<file path="config.mk">
export PLATFORM = sky130hd
export DESIGN_NAME = evt_crossbar_buf_flat
export DESIGN_NICKNAME = d
export VERILOG_FILES = /design/src/rtl/evt_crossbar_buf_if.sv /design/src/rtl/evt_crossbar_buf.sv /design/src/flat_wrapper.sv
export SDC_FILE = /design/constraint.sdc
export NUM_CORES = 2
export LEC_CHECK = 0
export BUFFER_PORTS_ARGS = -buffer_cell sky130_fd_sc_hd__buf_4
export CAP_MARGIN = 25
export CORE_AREA = 3 3 412 373
export CTS_CLUSTER_DIAMETER = 40
export CTS_CLUSTER_SIZE = 24
export DETAILED_ROUTE_END_ITERATION = 8
export DIE_AREA = 0 0 415 376
export PLACE_DENSITY = 0.69
export SYNTH_ARGS = -nofsm -noshare
export SYNTH_HDL_FRONTEND = slang
export SYNTH_SLANG_ARGS = --single-unit
</file>
<file path="constraint.sdc">
create_clock -name clk_i -period 10.5 [get_ports clk_i]
set_input_delay 1.575 -clock clk_i [delete_from_list [all_inputs] [get_ports clk_i]]
set_output_delay 1.575 -clock clk_i [all_outputs]
set_load 0.01 [all_outputs]
</file>
<file path="src/rtl/evt_crossbar_buf_if.sv">
// Event crossbar bus: input event streams, routing matrix, output event streams and drop counter.
interface evt_crossbar_buf_if #(
  parameter int N_IN      = 8,
  parameter int N_OUT     = 8,
  parameter int EVT_WIDTH = 32
);
  logic [N_OUT-1:0][N_IN-1:0]      route_mask_i;
  logic [N_IN-1:0][EVT_WIDTH-1:0]  in_evt_i;
  logic [N_IN-1:0]                 in_valid_i;
  logic [N_IN-1:0]                 in_ready_o;
  logic [N_OUT-1:0][EVT_WIDTH-1:0] out_evt_o;
  logic [N_OUT-1:0]                out_valid_o;
  logic [N_OUT-1:0]                out_ready_i;
  logic [15:0]                     drop_cnt_o;

  modport slave (
    input  route_mask_i, in_evt_i, in_valid_i, out_ready_i,
    output in_ready_o, out_evt_o, out_valid_o, drop_cnt_o
  );
  modport master (
    output route_mask_i, in_evt_i, in_valid_i, out_ready_i,
    input  in_ready_o, out_evt_o, out_valid_o, drop_cnt_o
  );
endinterface

</file>
<file path="src/rtl/evt_crossbar_buf.sv">
// Buffered multicast/merge event crossbar: per-output round-robin arbiter feeding a small FIFO,
// with per-input served masks so each multicast target completes independently.
module evt_xbar_oport #(
  parameter int N_IN       = 8,
  parameter int EVT_WIDTH  = 32,
  parameter int FIFO_DEPTH = 4
) (
  input  logic                            clk_i,
  input  logic                            rst_i,
  input  logic [N_IN-1:0]                 req_i,
  input  logic [N_IN-1:0][EVT_WIDTH-1:0]  evt_i,
  output logic [N_IN-1:0]                 gnt_o,
  output logic [EVT_WIDTH-1:0]            out_evt_o,
  output logic                            out_valid_o,
  input  logic                            out_ready_i
);
  localparam int PW = (N_IN > 1) ? $clog2(N_IN) : 1;
  localparam int AW = $clog2(FIFO_DEPTH);
  localparam int CW = AW + 1;

  logic [EVT_WIDTH-1:0] mem_q [FIFO_DEPTH];
  logic [AW-1:0]        wr_q, rd_q;
  logic [CW-1:0]        cnt_q, cnt_d;
  logic [PW-1:0]        ptr_q, ptr_d, idx, gidx;
  logic                 found, full, push, pop;

  assign full        = (cnt_q == CW'(FIFO_DEPTH));
  assign out_valid_o = (cnt_q != '0);
  assign out_evt_o   = mem_q[rd_q];
  assign pop         = out_valid_o && out_ready_i;

  // Scan requesters starting at ptr_q; first hit wins. A full FIFO blocks even when popping.
  always_comb begin
    gnt_o = '0;
    gidx  = '0;
    idx   = '0;
    found = 1'b0;
    for (int k = 0; k < N_IN; k++) begin
      idx = PW'((int'(ptr_q) + k) % N_IN);
      if (!found && req_i[idx]) begin
        found = 1'b1;
        gidx  = idx;
      end
    end
    push = found && !full;
    if (push) gnt_o[gidx] = 1'b1;
    ptr_d = ptr_q;
    if (push) ptr_d = (gidx == PW'(N_IN - 1)) ? '0 : gidx + PW'(1);
    case ({push, pop})
      2'b10:   cnt_d = cnt_q + CW'(1);
      2'b01:   cnt_d = cnt_q - CW'(1);
      default: cnt_d = cnt_q;
    endcase
  end

  always_ff @(posedge clk_i) begin
    if (rst_i) begin
      wr_q  <= '0;
      rd_q  <= '0;
      cnt_q <= '0;
      ptr_q <= '0;
    end else begin
      if (push) wr_q <= wr_q + AW'(1);
      if (pop)  rd_q <= rd_q + AW'(1);
      cnt_q <= cnt_d;
      ptr_q <= ptr_d;
    end
  end

  always_ff @(posedge clk_i) begin
    if (push) mem_q[wr_q] <= evt_i[gidx];
  end
endmodule

module evt_crossbar_buf #(
  parameter int N_IN       = 8,
  parameter int N_OUT      = 8,
  parameter int EVT_WIDTH  = 32,
  parameter int FIFO_DEPTH = 4
) (
  input  logic         clk_i,
  input  logic         rst_i,
  evt_crossbar_buf_if.slave bus
);
  logic [N_IN-1:0][N_OUT-1:0] served_q, served_d, targets, remaining, pushed;
  logic [N_OUT-1:0][N_IN-1:0] req, gnt;
  logic [N_OUT-1:0][EVT_WIDTH-1:0] out_evt;
  logic [N_OUT-1:0]           out_valid;
  logic [N_IN-1:0]            in_ready, drop;
  logic [15:0]                drop_q, drop_d;
  logic [16:0]                ndrop, drop_sum;

  always_comb begin
    targets   = '0;
    remaining = '0;
    req       = '0;
    for (int i = 0; i < N_IN; i++) begin
      for (int o = 0; o < N_OUT; o++) begin
        targets[i][o]   = bus.route_mask_i[o][i];
        remaining[i][o] = bus.route_mask_i[o][i] & ~served_q[i][o];
        req[o][i]       = bus.in_valid_i[i] & remaining[i][o];
      end
    end
  end

  for (genvar o = 0; o < N_OUT; o++) begin : g_port
    evt_xbar_oport #(
      .N_IN(N_IN), .EVT_WIDTH(EVT_WIDTH), .FIFO_DEPTH(FIFO_DEPTH)
    ) u_port (
      .clk_i      (clk_i),
      .rst_i      (rst_i),
      .req_i      (req[o]),
      .evt_i      (bus.in_evt_i),
      .gnt_o      (gnt[o]),
      .out_evt_o  (out_evt[o]),
      .out_valid_o(out_valid[o]),
      .out_ready_i(bus.out_ready_i[o])
    );
  end

  // An input completes once every still-targeted output has either been served or is pushed now.
  always_comb begin
    pushed   = '0;
    in_ready = '0;
    drop     = '0;
    served_d = served_q;
    ndrop    = '0;
    for (int i = 0; i < N_IN; i++) begin
      for (int o = 0; o < N_OUT; o++) pushed[i][o] = gnt[o][i];
      in_ready[i] = !rst_i && bus.in_valid_i[i] && ((remaining[i] & ~pushed[i]) == '0);
      drop[i]     = in_ready[i] && (targets[i] == '0);
      served_d[i] = in_ready[i] ? '0 : (served_q[i] | pushed[i]);
      ndrop       = ndrop + 17'(drop[i]);
    end
    drop_sum = {1'b0, drop_q} + ndrop;
    drop_d   = (drop_sum > 17'h0FFFF) ? 16'hFFFF : drop_sum[15:0];
  end

  always_ff @(posedge clk_i) begin
    if (rst_i) begin
      served_q <= '0;
      drop_q   <= '0;
    end else begin
      served_q <= served_d;
      drop_q   <= drop_d;
    end
  end

  assign bus.in_ready_o  = in_ready;
  assign bus.out_evt_o   = out_evt;
  assign bus.out_valid_o = out_valid;
  assign bus.drop_cnt_o  = drop_q;
endmodule
</file>
<file path="src/flat_wrapper.sv">
// flat-port wrapper written by rule: the top's interface ports become plain ports
module evt_crossbar_buf_flat 
#(
  parameter int N_IN       = 8,
  parameter int N_OUT      = 8,
  parameter int EVT_WIDTH  = 32,
  parameter int FIFO_DEPTH = 4
)
  (clk_i, rst_i, bus_route_mask_i, bus_in_evt_i, bus_in_valid_i, bus_out_ready_i, bus_in_ready_o, bus_out_evt_o, bus_out_valid_o, bus_drop_cnt_o);
  evt_crossbar_buf_if #(.N_IN(N_IN), .N_OUT(N_OUT), .EVT_WIDTH(EVT_WIDTH)) bus_i ();
  input  logic clk_i;
  input  logic rst_i;
  input wire logic [$bits(bus_i.route_mask_i)-1:0] bus_route_mask_i;
  input wire logic [$bits(bus_i.in_evt_i)-1:0] bus_in_evt_i;
  input wire logic [$bits(bus_i.in_valid_i)-1:0] bus_in_valid_i;
  input wire logic [$bits(bus_i.out_ready_i)-1:0] bus_out_ready_i;
  output wire logic [$bits(bus_i.in_ready_o)-1:0] bus_in_ready_o;
  output wire logic [$bits(bus_i.out_evt_o)-1:0] bus_out_evt_o;
  output wire logic [$bits(bus_i.out_valid_o)-1:0] bus_out_valid_o;
  output wire logic [$bits(bus_i.drop_cnt_o)-1:0] bus_drop_cnt_o;
  assign bus_i.route_mask_i = bus_route_mask_i;
  assign bus_i.in_evt_i = bus_in_evt_i;
  assign bus_i.in_valid_i = bus_in_valid_i;
  assign bus_i.out_ready_i = bus_out_ready_i;
  assign bus_in_ready_o = bus_i.in_ready_o;
  assign bus_out_evt_o = bus_i.out_evt_o;
  assign bus_out_valid_o = bus_i.out_valid_o;
  assign bus_drop_cnt_o = bus_i.drop_cnt_o;
  evt_crossbar_buf #(.N_IN(N_IN), .N_OUT(N_OUT), .EVT_WIDTH(EVT_WIDTH), .FIFO_DEPTH(FIFO_DEPTH)) u_core (.clk_i(clk_i), .rst_i(rst_i), .bus(bus_i));
endmodule
</file>
# After elaboration in Yosys (flattened, before gate mapping)
# Memories as Yosys holds them, arrays and structs flattened. A register that Yosys moved wholly into a read port is not among the register bits.
# Index checks and enable logic that the tools add are counted.
# totals
ff_bits	160
ramBits	1024
input_bits	338
out_inout_bits	288
wordCells	1036
n_memories	8
# memory_table
memory	words	word_bits	read_ports	rd_clocked_by_memory_dff	write_ports	line	source
u_core.g_port[0].u_port.mem_q	4	32	1	1	1	evt_crossbar_buf.sv:21	logic [EVT_WIDTH-1:0] mem_q [FIFO_DEPTH];
u_core.g_port[1].u_port.mem_q	4	32	1	1	1	evt_crossbar_buf.sv:21	
u_core.g_port[2].u_port.mem_q	4	32	1	1	1	evt_crossbar_buf.sv:21	
u_core.g_port[3].u_port.mem_q	4	32	1	1	1	evt_crossbar_buf.sv:21	
u_core.g_port[4].u_port.mem_q	4	32	1	1	1	evt_crossbar_buf.sv:21	
u_core.g_port[5].u_port.mem_q	4	32	1	1	1	evt_crossbar_buf.sv:21	
2 more memories	--	--	--	--	--	--	
# classes
addsub	104
n_lt_le_gt_ge	81
eq_ne	32
muxes	345
bitwise	216
n_reduce_logical	209
# op_table
operator	n
32-bit binary-select mux with 3-bit select	8
3-bit by 4-bit < comparator with 1-bit output (second input constant)	72
32-bit two-way mux	8
3-bit two-way mux	72
1-bit binary-select mux with 3-bit select	64
1-bit two-way mux	152
1-bit AND	128
8-bit zero test	16
1-bit logical AND	104
17-bit by 1-bit adder with 17-bit output	6
3-bit adder (second input constant)	32
3-bit by 1-bit adder with 3-bit output (second input constant)	24
1-bit zero test	65
8-bit AND	8
8-bit two-way mux	8
1-bit NOT	64
8-bit NOT	8
8-bit OR	8
3-bit by 2-bit adder with 3-bit output (second input constant)	16
3-bit == test (second input constant)	16
3-bit one-hot mux with 2 select lines	8
2-bit by 1-bit adder with 2-bit output (second input constant)	16
2-bit two-way mux	16
1-bit demux with 3-bit select	8
other kinds (11)	60

# Depth between registers and ports, before layout
# logic_depth
ltp_word	47
mapped_depth	38
depth_no_buf	32

# By module
# From an unflattened synthesis, not the netlist that was laid out.
# hier_totals
cells_unflattened	5934
hier_area_um2	76424.5
# by_module_without_submodules
module	n_inst	cells_per_inst	area_each_um2	seq_area_each_um2
evt_xbar_oport at u_core.g_port[3].u_port ...	3	606	8879.8	4083.9
evt_xbar_oport at u_core.g_port[0].u_port	1	878	9681.8	4083.9
evt_xbar_oport at u_core.g_port[6].u_port	1	868	9626.7	4083.9
evt_xbar_oport at u_core.g_port[7].u_port	1	723	9131.3	4083.9
evt_xbar_oport at u_core.g_port[2].u_port	1	606	8699.6	4083.9
evt_xbar_oport at u_core.g_port[1].u_port	1	610	8458.1	4083.9
evt_crossbar_buf	1	431	4187.8	1601.5

# Worst setup path before layout
# Ideal clock, no wire load.
# synth_path
path_kind	input to register
start	in bus_in_valid_i[2]
end	reg u_core.drop_q[10] (netlist: u_core.bus.drop_cnt_o[10])
setup_time_ps	133
t_arrival_ps	8741
t_required_ps	10367
setup_slack_ps	1627
path_stages	33
n_path_buf	4
cell_sequence	buf_4 -> buf_2 -> nand4b_1 -> o21ai_0 -> a222oi_1 -> a32oi_2 -> or4_1 -> o2111a_1 -> a211o_1 -> clkbuf_1 -> o21ai_0 -> o2111ai_1 -> nor2_2 -> and3_1 -> ha_1 -> inv_1 -> fa_1 -> fa_1 -> inv_1 -> fa_1 -> ha_1 -> fa_1 -> a21oi_1 -> nor2_1 -> nor2_1 -> nor2b_1 -> o21ai_0 -> or2_2 -> nor2_1 -> and3_1 -> nand4_1 -> clkbuf_1 -> a21oi_1
# synth_between
elab_chain_len	45
word_cells_on_any_way	483
classes_between	8 x add/sub; 17 x order compare; 281 x mux; 24 x bitwise; 153 x reduce/logical
# synth_lines
item	line	source
start, declared	flat_wrapper.sv:15	input wire logic [$bits(bus_i.in_valid_i)-1:0] bus_in_valid_i;
1-bit AND	evt_crossbar_buf.sv:101	req[o][i] = bus.in_valid_i[i] & remaining[i][o];
1-bit binary-select mux with 3-bit select	evt_crossbar_buf.sv:40	if (!found && req_i[idx]) begin
1-bit two-way mux (implied by the code)	evt_crossbar_buf.sv:40	
1-bit two-way mux	evt_crossbar_buf.sv:40	
1-bit zero test	evt_crossbar_buf.sv:40	
1-bit logical AND	evt_crossbar_buf.sv:40	
1-bit two-way mux	evt_crossbar_buf.sv:40	
1-bit zero test	evt_crossbar_buf.sv:40	
[... 25 more ...]	--	
1-bit logical AND *	evt_crossbar_buf.sv:130	in_ready[i] = !rst_i && bus.in_valid_i[i] && ((remaining[i] & ~pushed[i]) == '0);
via bus_in_ready_o[0]	flat_wrapper.sv:17	output wire logic [$bits(bus_i.in_ready_o)-1:0] bus_in_ready_o;
1-bit logical AND *	evt_crossbar_buf.sv:131	drop[i] = in_ready[i] && (targets[i] == '0);
1-bit by 1-bit adder with 2-bit output *	evt_crossbar_buf.sv:133	ndrop = ndrop + 17'(drop[i]);
17-bit by 1-bit adder with 17-bit output * (6 in series)	evt_crossbar_buf.sv:133	
16-bit by 17-bit adder with 17-bit output *	evt_crossbar_buf.sv:135	drop_sum = {1'b0, drop_q} + ndrop;
17-bit by 16-bit greater-than comparator with 1-bit output	evt_crossbar_buf.sv:136	drop_d = (drop_sum > 17'h0FFFF) ? 16'hFFFF : drop_sum[15:0];
16-bit two-way mux *	evt_crossbar_buf.sv:136	
end signal, assigned	evt_crossbar_buf.sv:145	drop_q <= drop_d;
end, declared	evt_crossbar_buf.sv:90	logic [15:0] drop_q, drop_d;
# Mark *: on every way through the listed nets, which the timed path passes. The rest lies on a longest branch. The select of a mux whose other input is x is not followed.
# A chain may end at the register's enable or synchronous reset.

# Worst setup path in the final report
# layout_path
start	reg u_core.g_port[2].u_port.ptr_q[1]
end	reg u_core.drop_q[1] (netlist: u_core.bus.drop_cnt_o[1])
# layout_between
elab_chain_len	44
word_cells_on_any_way	110
classes_between	15 x add/sub; 3 x order compare; 36 x mux; 16 x bitwise; 40 x reduce/logical
# layout_lines
item	line	source
start, declared	evt_crossbar_buf.sv:24	logic [PW-1:0] ptr_q, ptr_d, idx, gidx;
start signal, assigned	evt_crossbar_buf.sv:66	ptr_q <= ptr_d;
branches (longest 28 deep; another with 3-bit by 1-bit adder with 3-bit output)	--	
8-bit two-way mux *	evt_crossbar_buf.sv:46	if (push) gnt_o[gidx] = 1'b1;
8-bit NOT	evt_crossbar_buf.sv:130	
8-bit AND	evt_crossbar_buf.sv:130	
8-bit zero test	evt_crossbar_buf.sv:130	
1-bit logical AND	evt_crossbar_buf.sv:130	
1-bit logical AND	evt_crossbar_buf.sv:131	
1-bit by 1-bit adder with 2-bit output	evt_crossbar_buf.sv:133	
17-bit by 1-bit adder with 17-bit output (5 in series)	evt_crossbar_buf.sv:133	
17-bit by 1-bit adder with 17-bit output *	evt_crossbar_buf.sv:133	
16-bit by 17-bit adder with 17-bit output *	evt_crossbar_buf.sv:135	
17-bit by 16-bit greater-than comparator with 1-bit output	evt_crossbar_buf.sv:136	
16-bit two-way mux *	evt_crossbar_buf.sv:136	
# Mark *: on every way between the ends. The select of a mux whose other input is x is not followed.

==> reports/results.tsv <==
stage	metric	value	unit
run_status	status	complete, but fails checks	
run_status	violations	design-rule violations	
synth	async_reset_ff_share	0	%
worst_setup_path	cp.arrival	10220	ps
synth	yosysSeqAreaShare	46.9	%
synth	syn_nets	6559	
synth	yosys_register_bits	1200	
worst_setup_path	worstPathRequired	11130	ps
finish	multiInputGateArea	36500	µm²
timing	tightest_slew	1240	ps
worst_setup_path	crit_path_top_delay_cell	dfxtp_1	
grt	first_global_vias	56700	
grt	grt_usage	36.6	%
timing	min_period_over_period	91.4	%
grt	grt_start_max_net_pins	81	
timing	fin_crit	9590	ps
synth	synth_cells	6135	
finish	drive_gt1_share	27.3	%
synth	synthFlopType	edfxtp_1	
timing	slew_violations	0	
finish	fin_nets	7078	
timing	final_hold_viol_count	0	
synth	syn_avg_cell_area	11.9	µm²
grt	grt_pass1_wl	414	mm
die	rows	135	
die	die_h	376	µm
die	ios	626	
timing	maxSlewHeadroom	17.0	%
die	die_area	156000	µm²
detailed_routing	drtAntennaViolNets	0	
worst_setup_path	crit_fanout	28	
detailed_routing	vias_per_cell	6.85	
timing	finalSetupViolations	0	
clock_network	clock-sinks	1200	
clock_network	clock_path_buffers	3	
worst_setup_path	worstSetupPathType	flop to flop	
clock_network	cts_buffers	154	
detailed_routing	route.detailed.drc	4	
place	dp.final_hpwl	204	mm
finish	fill_cells	12200	
clock_network	cts_setup_buffers	0	
detailed_routing	drtIter0Drc	9220	
detailed_routing	wl_per_cell	33.2	µm
finish	seq_area	34300	µm²
clock_network	cts_resized	0	
clock_network	path_clk_slew	60	ps
clock_network	htree_levels	4	
finish	area_growth	17.7	%
detailed_routing	first_pass_iters	9	
timing	skew	76.3	ps
timing	setup_tns	0	ps
place	gp_congestion	0.996	
clock_network	cts_tree	yes	
detailed_routing	routed_wl	293	mm
synth	synth_edf_count	1024	
clock_network	root_buffer	clkbuf_16	
timing	rsz0062_at_grt	false	
timing	fmax	104	MHz
place	portBuffers	625	
die	fp.dieW	415	µm
clock_network	clkLatencyLatePin	850	ps
die	coreArea	150000	µm²
die	start_util	48.7	%
worst_setup_path	slowest_delay	700	ps
worst_setup_path	cpMostUsedCell	nor2_1	
worst_setup_path	cp-end-kind	flop	
synth	yosysWarnings	0	
job	maxCapViolCount	0	
grt	overflow	0	
synth	syn_area	73100	µm²
worst_setup_path	setup.worst_path.start_class	flop	
hold_path	hold_class	flop to flop	
clock_network	ctsHoldBuffers	0	
grt	antenna_found_initial	60	
finish	utilization	57.3	%
detailed_routing	via_count	60400	
synth	yosys.cell_types.count	107	
==> cells in the mapped netlist, types with 14 or more instances <==
cell type,n,share of area (%)
edfxtp_1,1024,42
mux2i_1,675,9.2
nand2_1,582,3.0
mux4_2,357,11
nor2_1,338,1.7
clkbuf_1,310,1.6
o21ai_0,299,2.0
mux2_2,279,4.3
a21oi_1,271,1.9
dfxtp_1,176,4.8
inv_1,148,0.76
o211ai_1,90,0.92
nand3_1,87,0.60
buf_1,84,0.43
o221ai_1,82,0.98
ha_1,74,1.3
nor3_1,69,0.47
and2_1,67,0.57
nand3b_1,64,0.66
buf_2,62,0.42
o22ai_1,51,0.44
xor2_1,46,0.55
a22oi_1,45,0.46
and3b_1,45,0.54
nand2b_1,44,0.38
a211oi_1,43,0.44
xnor2_1,40,0.48
o22a_1,34,0.41
or3_1,34,0.29
a222oi_1,33,0.45
nor2b_1,30,0.26
a31oi_1,27,0.23
nand4b_1,27,0.32
a221oi_1,26,0.31
o31ai_1,26,0.27
nor4_1,25,0.21
o21a_1,23,0.24
o2111ai_1,18,0.22
a211o_1,17,0.20
nand4_1,16,0.14
and3_1,15,0.13
buf_4,15,0.15
a311oi_1,14,0.17
==> per-stage QoR <==
stage          worst slack (ps)  instances  hold slack, ps  area [µm²]
2_1_floorplan              1630       6135             449       73100
3_3_place_gp                675       8446             464       79900
3_5_place_dp                702       8463             473       80100
4_1_cts                    1110       8749             484       85600
5_1_grt                     357       8809             514       86000
6_report                    907       8822             488       86000
==> area by class of cell <==
type,count,share of cell area (%)
sequential,1200,39.9
clock inverter,121,1.90
multi-input combinational,4292,42.4
timing repair buffer,839,7.50
tap,1986,2.89
inverter,167,0.730
clock buffer,165,4.55
antenna,52,0.151
==> final timing paths <==
kind         slack (ps)                              from                        to  depth (start not counted)
max                 910  u_core.g_port[2].u_port.ptr_q[1]  u_core.bus.drop_cnt_o[1]                         31
min                 490               u_core.served_q[26]       u_core.served_q[26]                          2
max reg2reg         910  u_core.g_port[2].u_port.ptr_q[1]  u_core.bus.drop_cnt_o[1]                         31
min reg2reg         490               u_core.served_q[26]       u_core.served_q[26]                          2
==> registers in the layout (all words and copies together) (netlist names), named ones only <==
name	count
u_core.g_port.u_port.rd_q	16
u_core.g_port.u_port.cnt_q	24
u_core.bus.drop_cnt_o	16
u_core.served_q	64
u_core.g_port.u_port.ptr_q	24
u_core.g_port.u_port.wr_q	16
u_core.g_port.u_port.mem_q	1024
==> logic make-up (layout without fill, tap and decap cells) <==
family	Yosys count	count (layout)	share of synthesized area, %
buf+inv	643	1292	3.53
other cells	0	52	0
compound gates	1277	1277	12.0
mux	1311	1311	24.5
flops	1200	1200	46.9
xor+xnor	87	87	1.05
simple gates	1531	1531	10.4
fa+ha+maj	86	86	1.60
==> critical path: cells and delay by family (launching register included) <==
| family | cells | cell delay [ps] |
|---|---|---|
| buf+inv | 6 | 1330 |
| compound gates | 6 | 1740 |
| flops | 1 | 700 |
| fa+ha+maj | 5 | 2370 |
| simple gates | 12 | 2330 |
| mux | 2 | 870 |
==> placed cells by master (no fill, tap or decap), types with 79 or more instances in the layout <==
master     count
mux2_2       279
mux4_2       357
buf_4        812
dfxtp_1      166
clkbuf_16    155
mux2i_1      675
nand3_1       87
nor2_1       335
a21oi_1      270
nand2_1      582
o21ai_0      273
o211ai_1      90
o221ai_1      79
inv_1        146
edfxtp_1    1024
==> per-layer routing <==
| metal | share of wire (%) | vias to the layer above | track usage [%] |
|---|---|---|---|
| met1 | 37 | 29900 | 46.8 |
| met3 | 12 | 1018 | 10.7 |
| li1 | - | 25100 | - |
| met2 | 43 | 4336 | 52.9 |
| met4 | 8.8 | 12 | 27.5 |
| met5 | 0.027 | - | 0 |
Power is left out: the tool's default activity adds up to more than one toggle a clock period on the data nets, which glitch-free logic cannot reach.
